## config.mk

```make
export PLATFORM = sky130hd
export DESIGN_NAME = usb_cd_arbiter
export DESIGN_NICKNAME = d
export VERILOG_FILES = /design/src/rtl/usb_cd_pkg.sv /design/src/rtl/usb_cd_arbiter_rr_pick.sv /design/src/rtl/usb_cd_arbiter.sv
export SDC_FILE = /design/constraint.sdc
export NUM_CORES = 1
export LEC_CHECK = 0
export ABC_AREA = 1
export ABC_CLOCK_PERIOD_IN_PS = 2600
export CELL_PAD_IN_SITES_DETAIL_PLACEMENT = 1
export CELL_PAD_IN_SITES_GLOBAL_PLACEMENT = 1
export CORE_UTILIZATION = 31
export CTS_CLUSTER_DIAMETER = 60
export DETAILED_ROUTE_END_ITERATION = 10
export PLACE_DENSITY_LB_ADDON = 0.25
export RECOVER_POWER = 25
export SLEW_MARGIN = 20
export SYNTH_ARGS = -nofsm -noshare
export SYNTH_HDL_FRONTEND = slang
export SYNTH_HIERARCHICAL = 1
export SYNTH_SLANG_ARGS = --single-unit
export TNS_END_PERCENT = 1
```

## constraint.sdc

```tcl
create_clock -name clk -period 2.6 [get_ports clk]
set_clock_uncertainty 0.2 [all_clocks]
set_input_delay 0.52 -clock clk [delete_from_list [all_inputs] [get_ports clk]]
set_output_delay 0.52 -clock clk [all_outputs]
set_load 0.02 [all_outputs]
```

## src/rtl/usb_cd_pkg.sv

```systemverilog
// Shared definitions for the usb_coder source arbiter: FSM encoding,
// conventional source slots and the default byte width.
package usb_cd_pkg;

   typedef enum logic [1:0] {
      IDLE   = 2'd0,
      START  = 2'd1,
      ACTIVE = 2'd2
   } cd_state_t;

   localparam int SRC_CRS  = 0;
   localparam int SRC_CCWB = 1;
   localparam int DEF_DW   = 8;

endpackage

```

## src/rtl/usb_cd_arbiter_rr_pick.sv

```systemverilog
// Combinational one-hot picker: round-robin starting after ptr, or
// fixed priority (lowest index) when rr_en is low.
module rr_pick #(
   parameter int N  = 4,
   parameter int PW = (N > 1) ? $clog2(N) : 1
) (
   input  logic [N-1:0]  req,
   input  logic [PW-1:0] ptr,
   input  logic          rr_en,
   output logic [N-1:0]  onehot
);

   logic found_s;

   // first requester in search order; constant indices keep the mux X-free
   always_comb begin
      onehot  = '0;
      found_s = 1'b0;
      if (rr_en) begin
         for (int k = 1; k <= N; k++) begin
            for (int i = 0; i < N; i++) begin
               if (!found_s && req[i] && (i == ((int'(ptr) + k) % N))) begin
                  onehot[i] = 1'b1;
                  found_s   = 1'b1;
               end else begin
                  found_s   = found_s;
               end
            end
         end
      end else begin
         for (int i = 0; i < N; i++) begin
            if (!found_s && req[i]) begin
               onehot[i] = 1'b1;
               found_s   = 1'b1;
            end else begin
               found_s   = found_s;
            end
         end
      end
   end

endmodule

```

## src/rtl/usb_cd_arbiter.sv

```systemverilog
// N-source arbiter in front of usb_coder: queues packet starts, grants one
// source at a time and routes its byte stream until pck_sent or a stall timeout.
module usb_cd_arbiter
   import usb_cd_pkg::*;
#(
   parameter int N_SRC      = 4,
   parameter int DW         = DEF_DW,
   parameter int RR_EN      = 1,
   parameter int TMO_CYCLES = 4096
) (
   input  logic                clk,
   input  logic                n_rst,
   input  logic [N_SRC-1:0]    tx_start_srcs,
   input  logic [N_SRC*DW-1:0] src_bytes,
   input  logic [N_SRC-1:0]    src_last_byte,
   input  logic                usb_rdreq,
   input  logic                pck_sent,
   input  logic                ovr_clr,
   output logic                cd_tx_start,
   output logic [DW-1:0]       cd_d,
   output logic                cd_last_byte,
   output logic [N_SRC-1:0]    src_rdreqs,
   output logic [N_SRC-1:0]    grant,
   output logic                busy,
   output logic [N_SRC-1:0]    pending,
   output logic [N_SRC-1:0]    overrun,
   output logic                tmo_err
);

   localparam int PW = (N_SRC > 1) ? $clog2(N_SRC) : 1;
   localparam int TW = (TMO_CYCLES > 2) ? $clog2(TMO_CYCLES) : 1;
   localparam bit TMO_EN = (TMO_CYCLES != 0);
   localparam logic [TW-1:0] TMO_LAST = (TMO_CYCLES > 0) ? TW'(TMO_CYCLES - 1) : '0;

   cd_state_t        state_r, state_nxt_s;
   logic [N_SRC-1:0] grant_r, grant_nxt_s;
   logic [N_SRC-1:0] pending_r, overrun_r;
   logic [N_SRC-1:0] pick_s, take_s;
   logic [PW-1:0]    ptr_r, ptr_nxt_s, pick_idx_s;
   logic [TW-1:0]    tmo_cnt_r, tmo_cnt_nxt_s;
   logic             tx_start_r, tmo_err_r, tmo_hit_s;

   rr_pick #(.N(N_SRC), .PW(PW)) u_pick (
      .req    (pending_r),
      .ptr    (ptr_r),
      .rr_en  (RR_EN != 0),
      .onehot (pick_s)
   );

   // index of the picked source, for the round-robin pointer
   always_comb begin
      pick_idx_s = '0;
      for (int i = 0; i < N_SRC; i++) begin
         if (pick_s[i]) begin
            pick_idx_s = PW'(i);
         end else begin
            pick_idx_s = pick_idx_s;
         end
      end
   end

   // next-state, grant, pointer and stall-counter decisions
   always_comb begin
      state_nxt_s   = state_r;
      grant_nxt_s   = grant_r;
      ptr_nxt_s     = ptr_r;
      take_s        = '0;
      tmo_cnt_nxt_s = tmo_cnt_r;
      tmo_hit_s     = 1'b0;
      case (state_r)
         IDLE: begin
            tmo_cnt_nxt_s = '0;
            if (|pending_r) begin
               take_s      = pick_s;
               grant_nxt_s = pick_s;
               ptr_nxt_s   = pick_idx_s;
               state_nxt_s = START;
            end else begin
               state_nxt_s = IDLE;
            end
         end
         START: begin
            tmo_cnt_nxt_s = '0;
            state_nxt_s   = ACTIVE;
         end
         ACTIVE: begin
            // end of packet beats a coincident timeout
            if (pck_sent) begin
               grant_nxt_s = '0;
               state_nxt_s = IDLE;
            end else if (TMO_EN && !usb_rdreq && (tmo_cnt_r == TMO_LAST)) begin
               grant_nxt_s = '0;
               tmo_hit_s   = 1'b1;
               state_nxt_s = IDLE;
            end else if (usb_rdreq) begin
               tmo_cnt_nxt_s = '0;
            end else begin
               tmo_cnt_nxt_s = tmo_cnt_r + TW'(1'b1);
            end
         end
         default: begin
            grant_nxt_s = '0;
            state_nxt_s = IDLE;
         end
      endcase
   end

   // FSM state register
   always_ff @(posedge clk) begin
      if (!n_rst) begin
         state_r <= IDLE;
      end else begin
         state_r <= state_nxt_s;
      end
   end

   // grant, request queue, overrun flags, counter and output pulses
   always_ff @(posedge clk) begin
      if (!n_rst) begin
         grant_r    <= '0;
         pending_r  <= '0;
         overrun_r  <= '0;
         ptr_r      <= PW'(N_SRC - 1);
         tmo_cnt_r  <= '0;
         tx_start_r <= 1'b0;
         tmo_err_r  <= 1'b0;
      end else begin
         grant_r    <= grant_nxt_s;
         pending_r  <= (pending_r & ~take_s) | tx_start_srcs;
         overrun_r  <= (overrun_r & {N_SRC{~ovr_clr}}) | (tx_start_srcs & pending_r & ~take_s);
         ptr_r      <= ptr_nxt_s;
         tmo_cnt_r  <= tmo_cnt_nxt_s;
         tx_start_r <= (state_nxt_s == START);
         tmo_err_r  <= tmo_hit_s;
      end
   end

   // byte mux: OR of one-hot-gated lanes, zero when nothing is granted
   always_comb begin
      cd_d = '0;
      for (int i = 0; i < N_SRC; i++) begin
         if (grant_r[i]) begin
            cd_d = cd_d | src_bytes[i*DW +: DW];
         end else begin
            cd_d = cd_d;
         end
      end
   end

   assign cd_last_byte = (|(grant_r & src_last_byte)) && (state_r == ACTIVE);
   assign src_rdreqs   = grant_r & {N_SRC{usb_rdreq}};
   assign grant        = grant_r;
   assign busy         = (state_r == START) || (state_r == ACTIVE);
   assign pending      = pending_r;
   assign overrun      = overrun_r;
   assign cd_tx_start  = tx_start_r;
   assign tmo_err      = tmo_err_r;

endmodule

```

==> Word-level counts from Yosys, hierarchy flattened <==
Index checks and enable logic that the tools add are counted.
{ "totals": {"regBits": 30, "in_bits": 45, "output_inout_bits": 28, "wordCells": 172} }
{ "op_classes": {"add_sub_neg": 5, "n_eq_ne": 20, "n_mux": 52, "bitwise_logic": 20, "n_reduce_logical": 67} }
{ "ops": {"columns": ["cell", "n"], "rows": [
  ["$logic_not A32 Y1", 4],
  ["$mux W12", 3],
  ["$logic_and A1 B1 Y1", 33],
  ["$mux W1", 33],
  ["$mux W8", 4],
  ["$and A4 B4 Y4", 6],
  ["$eq A3 B3 Y1 const A", 8],
  ["$or A8 B8 Y8", 3],
  ["$pmux W12 S2", 1],
  ["$mux W4", 5],
  ["$logic_not A1 Y1", 16],
  ["$add A12 B1 Y12 const B", 1],
  ["$eq A12 B12 Y1 const B", 1],
  ["$eq A2 B3 Y1 const A", 4],
  ["$pmux W4 S3", 1],
  ["$reduce_or A2 Y1", 5],
  ["$mux W2", 4],
  ["$or A4 B4 Y4", 2],
  ["$reduce_or A4 Y1", 2],
  ["$ne A2 B2 Y1 const B", 3],
  ["$pmux W2 S3", 1],
  ["$reduce_and A3 Y1", 2],
  ["$add A2 B1 Y2 const B", 2],
  ["$add A2 B2 Y2 const B", 2],
  ["other kinds (11)", 18]
]} }

==> Logic depth before layout (Yosys ltp) <==
{ "logic_depth": {"depth_word": 71, "mapped_depth": 18, "ltp_nobuf": 18} }

==> Cells and area by module <==
Netlist, hierarchy kept.
{ "by_module_without_submodules": {"columns": ["module", "n_inst", "cells_per_inst", "area_each_um2", "seq_area_each_um2"], "rows": [
  ["usb_cd_arbiter", 1, 304, 1846.8, 600.6],
  ["rr_pick", 1, 62, 367.9, 0.0]
]} }

==> Least setup slack after synthesis <==
Ideal clock, no wire load.
{ "synth_path": {"path_type": "register to register", "start": "reg pending_r[2], in the netlist pending[2]", "end": "reg pending_r[3], in the netlist pending[3]", "setup_time_ns": 0.128, "t_arrival_ns": 1.849, "required_time_ns": 2.272, "setup_slack_ns": 0.423, "path_stages_with_launch": 15, "n_path_buf": 0, "synth_period_minus_slack_ns": 2.177, "cell_sequence": "dfxtp_1 > nand3_1 > nand3_4 > nor2_4 > nand4_4 > nor2_4 > nand4_4 > nor2_4 > nand4_1 > a21oi_1 > inv_1 > nor2_1 > inv_1 > a21oi_1 > nor2_1"} }
{ "synth_between": {"elab_chain_len": 60, "elab_cells_between_ends": 64, "classes_between": "mux (19); bitwise (3); reduce/logical (42)"} }
{ "synth_rtl": {"columns": ["element", "line_no", "rtl"], "rows": [
  ["from (decl)", "usb_cd_arbiter.sv:37", "logic [N_SRC-1:0] pending_r, overrun_r;"],
  ["from (signal assigned)", "usb_cd_arbiter.sv:129", "pending_r <= (pending_r & ~take_s) | tx_start_srcs;"],
  ["$logic_and A1 B1 Y1 (2 in series)", "usb_cd_arbiter_rr_pick.sv:22", "if (!found_s && req[i] && (i == ((int'(ptr) + k) % N))) begin"],
  ["$mux W1", "usb_cd_arbiter_rr_pick.sv:22", null],
  ["$logic_not A1 Y1", "usb_cd_arbiter_rr_pick.sv:22", null],
  ["$logic_and A1 B1 Y1 (2 in series)", "usb_cd_arbiter_rr_pick.sv:22", null],
  ["$mux W1", "usb_cd_arbiter_rr_pick.sv:22", null],
  ["$logic_not A1 Y1", "usb_cd_arbiter_rr_pick.sv:22", null],
  ["$logic_and A1 B1 Y1 (2 in series)", "usb_cd_arbiter_rr_pick.sv:22", null],
  ["$mux W1", "usb_cd_arbiter_rr_pick.sv:22", null],
  ["[41 not listed]", null, null],
  ["$logic_and A1 B1 Y1 (2 in series)", "usb_cd_arbiter_rr_pick.sv:22", null],
  ["$mux W1 (*)", "usb_cd_arbiter_rr_pick.sv:22", null],
  ["named net pick_s[3]", "usb_cd_arbiter.sv:38", "logic [N_SRC-1:0] pick_s, take_s;"],
  ["$mux W4 (*)", "usb_cd_arbiter.sv:73", "if (|pending_r) begin"],
  ["$mux W4 (*)", "usb_cd_arbiter.sv:70", "case (state_r)"],
  ["$not A4 Y4 (*)", "usb_cd_arbiter.sv:129", null],
  ["$and A4 B4 Y4 (*)", "usb_cd_arbiter.sv:129", null],
  ["$or A4 B4 Y4 (*)", "usb_cd_arbiter.sv:129", null]
]} }
Mark *: on every way through the listed nets, which the timed path passes. The rest lies on a longest branch.
A chain may end at the register's enable or synchronous reset.

==> Worst setup path in the final report <==
{ "layout_path": {"start": "in usb_rdreq", "end": "out src_rdreqs[1]"} }
{ "layout_between": {"elab_chain_len": 1} }
{ "layout_rtl": {"columns": ["element", "line_no", "rtl"], "rows": [
  ["from (decl)", "usb_cd_arbiter.sv:16", "input logic usb_rdreq,"],
  ["$and A4 B4 Y4", "usb_cd_arbiter.sv:151", "assign src_rdreqs = grant_r & {N_SRC{usb_rdreq}};"],
  ["to (decl)", "usb_cd_arbiter.sv:22", "output logic [N_SRC-1:0] src_rdreqs,"]
]} }
No other way between the ends.

==> impl_metrics.env <==
export IMPL_p_leak_nw=1.43
export IMPL_yosysWarnings=6
export IMPL_setup_viol=0
export IMPL_use_met2=0.348
export IMPL_grt_use_met3=0.0381
export IMPL_synthToLayoutAreaGrowth_pct=44.7
export IMPL_critical_path_top_delay_family="buffers and inverters"
export IMPL_io_pins=73
export IMPL_start_util=0.324
export IMPL_avgRoutedWirePerCell_um=13.0
export IMPL_via_count=2629
export IMPL_synthFlopType="dfxtp_1"
export IMPL_nets=503
export IMPL_grt_overflow_total=0
export IMPL_grtUsageMet1=0.249
export IMPL_slowest_stage="clkdlybuf4s50_1"
export IMPL_ys_seq_area_frac=0.271
export IMPL_gr_max_usage_layer="met2"
export IMPL_period_minus_slack_ps=2530
export IMPL_hpwl_mm=5.74
export IMPL_rsz0062_at_grt="no"
export IMPL_drc_errors=0
export IMPL_syn_avg_cell_area_um2=6.05
export IMPL_tns_ps=0
export IMPL_synth_async_reset_ratio=0
export IMPL_fin_crit_sh=0.972
export IMPL_netlist_instances=366
export IMPL_fp_row_count=30
export IMPL_clk_latency_ps=280
export IMPL_slowest_delay_ps=600
export IMPL_place_inst=542
export IMPL_antenna_left=0
export IMPL_port_buffers=72
export IMPL_status="finished, final reports clean"
export IMPL_antenna_diode_count=0
export IMPL_synth_distinct_cells=32
export IMPL_layoutNonFillerInstCount=550
export IMPL_antenna_found_initial=0
export IMPL_worstSetupStartpointType="input pin"
export IMPL_cts_root_buf="clkbuf_8"
export IMPL_synth_area_mm2=0.00221
export IMPL_cts_buffers=5
export IMPL_die_h_um=86.5
export IMPL_setup_slack_ps=72.1
export IMPL_fin_area_mm2=0.00321
export IMPL_core_area_mm2=0.00683
export IMPL_postCtsSetupBuffers=0
export IMPL_total_power_mw=1.52
export IMPL_first_pass_iters=4
export IMPL_endpoint_kind="output port"
export IMPL_grt_pass1_wl_mm=11.9
export IMPL_dieArea_mm2=0.00749
export IMPL_viasPerCell=4.78
export IMPL_crit_type="in2out"
export IMPL_drv_cap=0
export IMPL_clockBufferDepth=2
export IMPL_max_clock_freq_mhz=396
export IMPL_cts_tree="done"
export IMPL_drive_above_1_share=0.0991
export IMPL_holdCritPathClass="reg2reg"
export IMPL_preCtsSetupSlack_ps=6.62
export IMPL_synth_edff_count=0
export IMPL_htree_num_levels=2
export IMPL_track_usage=0.198
export IMPL_grt_max_degree=14
export IMPL_dpl_cell_area_mm2=0.00311
export IMPL_drtIter0Drc=64
export IMPL_worst_endpoint_arrival_ps=1810
export IMPL_slew_viol_final=0
export IMPL_worstPathCellList="clkdlybuf4s50_1 > nand2_1 > inv_1 > clkdlybuf4s50_1"
export IMPL_clkTransAtPathRegs_ps=60
export IMPL_finalHoldViolCount=0
export IMPL_cp_required_ps=1880
export IMPL_p_per_area_mw_per_mm2=473
export IMPL_gp_congestion=0.821
export IMPL_routed_wl_mm=7.17
export IMPL_crit_buf_inv=3
export IMPL_synth_seq_cells=30
export IMPL_cts_sinks=30
export IMPL_peakVddDrop_mv=0.372
export IMPL_grt_pass1_vias=2609
export IMPL_worst_path_max_fanout=5
export IMPL_die_w_um=86.5
export IMPL_path_common_cell="clkdlybuf4s50_1"
where the power goes:
group	switching [mW]	internal, mW	total (mW)	leakage, nW
clock network	0.181	0.213	0.395	0.0482
logic	0.324	0.260	0.584	1.14
registers	0.0445	0.492	0.537	0.245
worst min-delay path: stages, from the launching register on:
cell and delay (ps):
dfxtp_1 300, nand2_1 60, a21oi_1 50
state kept, by name (all words and copies together) (netlist names):
name	flops
tmo_cnt_r	12
tmo_err	1
grant	4
cd_tx_start	1
pending	4
state_r	2
overrun	4
ptr_r	2
cell type report:
type / instances / area [um^2]
multi-input cells: 277 / 1380
fillers: 931 / 3630
well taps: 96 / 120
clock inverters: 1 / 5.00
clock buffers: 7 / 86.3
flip-flops and latches: 30 / 603
inverters: 55 / 208
repair buffers: 84 / 806
worst paths after layout:
| kind | to | depth (start not counted) | slack, ps | from |
|---|---|---|---|---|
| worst max-delay path | src_rdreqs[1] | 4 | 70 | usb_rdreq |
| worst min-delay path | overrun[1] | 2 | 260 | overrun[1] |
| worst max register to register | pending[3] | 15 | 210 | ptr_r[1] |
| worst min register to register | overrun[1] | 2 | 260 | overrun[1] |
stage by stage:
step / utilization / hold slack [ps]
finish: 0.469 / 259
global route: 0.469 / 300
CTS: 0.469 / 267
detailed placement: 0.456 / 257
global placement: 0.456 / 255
floorplan: - / 267
layer usage:
metal | vias up | share of wire
met3 | 4 | 0.052
met2 | 63 | 0.47
li1 | 1331 | -
met5 | - | 0
met1 | 1231 | 0.47
met4 | 0 | 0.0061
cell families after synthesis:
kind of cell,synth area share
adders and majority gates,0.0282
and+or+nand+nor,0.511
DFF,0.271
other,0.00169
AOI/OAI and AO/OA,0.0712
buffers and inverters,0.116
cell usage in the layout, fill, tap and decap left out, types with 3 or more instances in the layout:
| cell type | count |
|---|---|
| dfxtp_1 | 28 |
| nor2_2 | 5 |
| nand4_1 | 16 |
| nor2_4 | 3 |
| nand2_2 | 4 |
| nand3_1 | 36 |
| inv_1 | 51 |
| conb_1 | 6 |
| buf_4 | 11 |
| dlygate4sd3_1 | 9 |
| ha_1 | 5 |
| nand2_1 | 112 |
| a21oi_1 | 18 |
| nand3_2 | 5 |
| clkdlybuf4s50_1 | 62 |
| nor3_1 | 3 |
| clkbuf_8 | 6 |
| nor2_1 | 45 |
| o21ai_0 | 3 |
cell usage after synthesis, types with 2 or more instances:
| library cell | n | area [um^2] |
|---|---|---|
| nor4_1 | 2 | 12.5 |
| clkbuf_1 | 5 | 18.8 |
| nor2_4 | 3 | 33.8 |
| nand3_2 | 5 | 50.1 |
| o311ai_0 | 2 | 17.5 |
| dfxtp_1 | 30 | 601 |
| nand2_4 | 2 | 22.5 |
| nand3_1 | 36 | 180 |
| buf_6 | 2 | 22.5 |
| inv_2 | 2 | 7.51 |
| nor3_1 | 3 | 15.0 |
| inv_1 | 51 | 191 |
| a21oi_1 | 18 | 90.1 |
| o21ai_0 | 4 | 20.0 |
| nor2_1 | 46 | 173 |
| nand4_4 | 2 | 42.5 |
| nor2_2 | 4 | 25.0 |
| a41oi_1 | 2 | 17.5 |
| nand4_1 | 16 | 100 |
| ha_1 | 5 | 62.6 |
| nand2_1 | 112 | 420 |
| nand2_2 | 4 | 25.0 |
timing repair:
action | 4_1_cts | 5_1_grt
gates cloned | 0 | 0
hold buffers | 0 | 0
pin swaps | 0 | 0
setup endpoints to repair | 1 | 11
resized for setup | 1 | 4
Note: power is estimated with default switching activity, not from simulation.
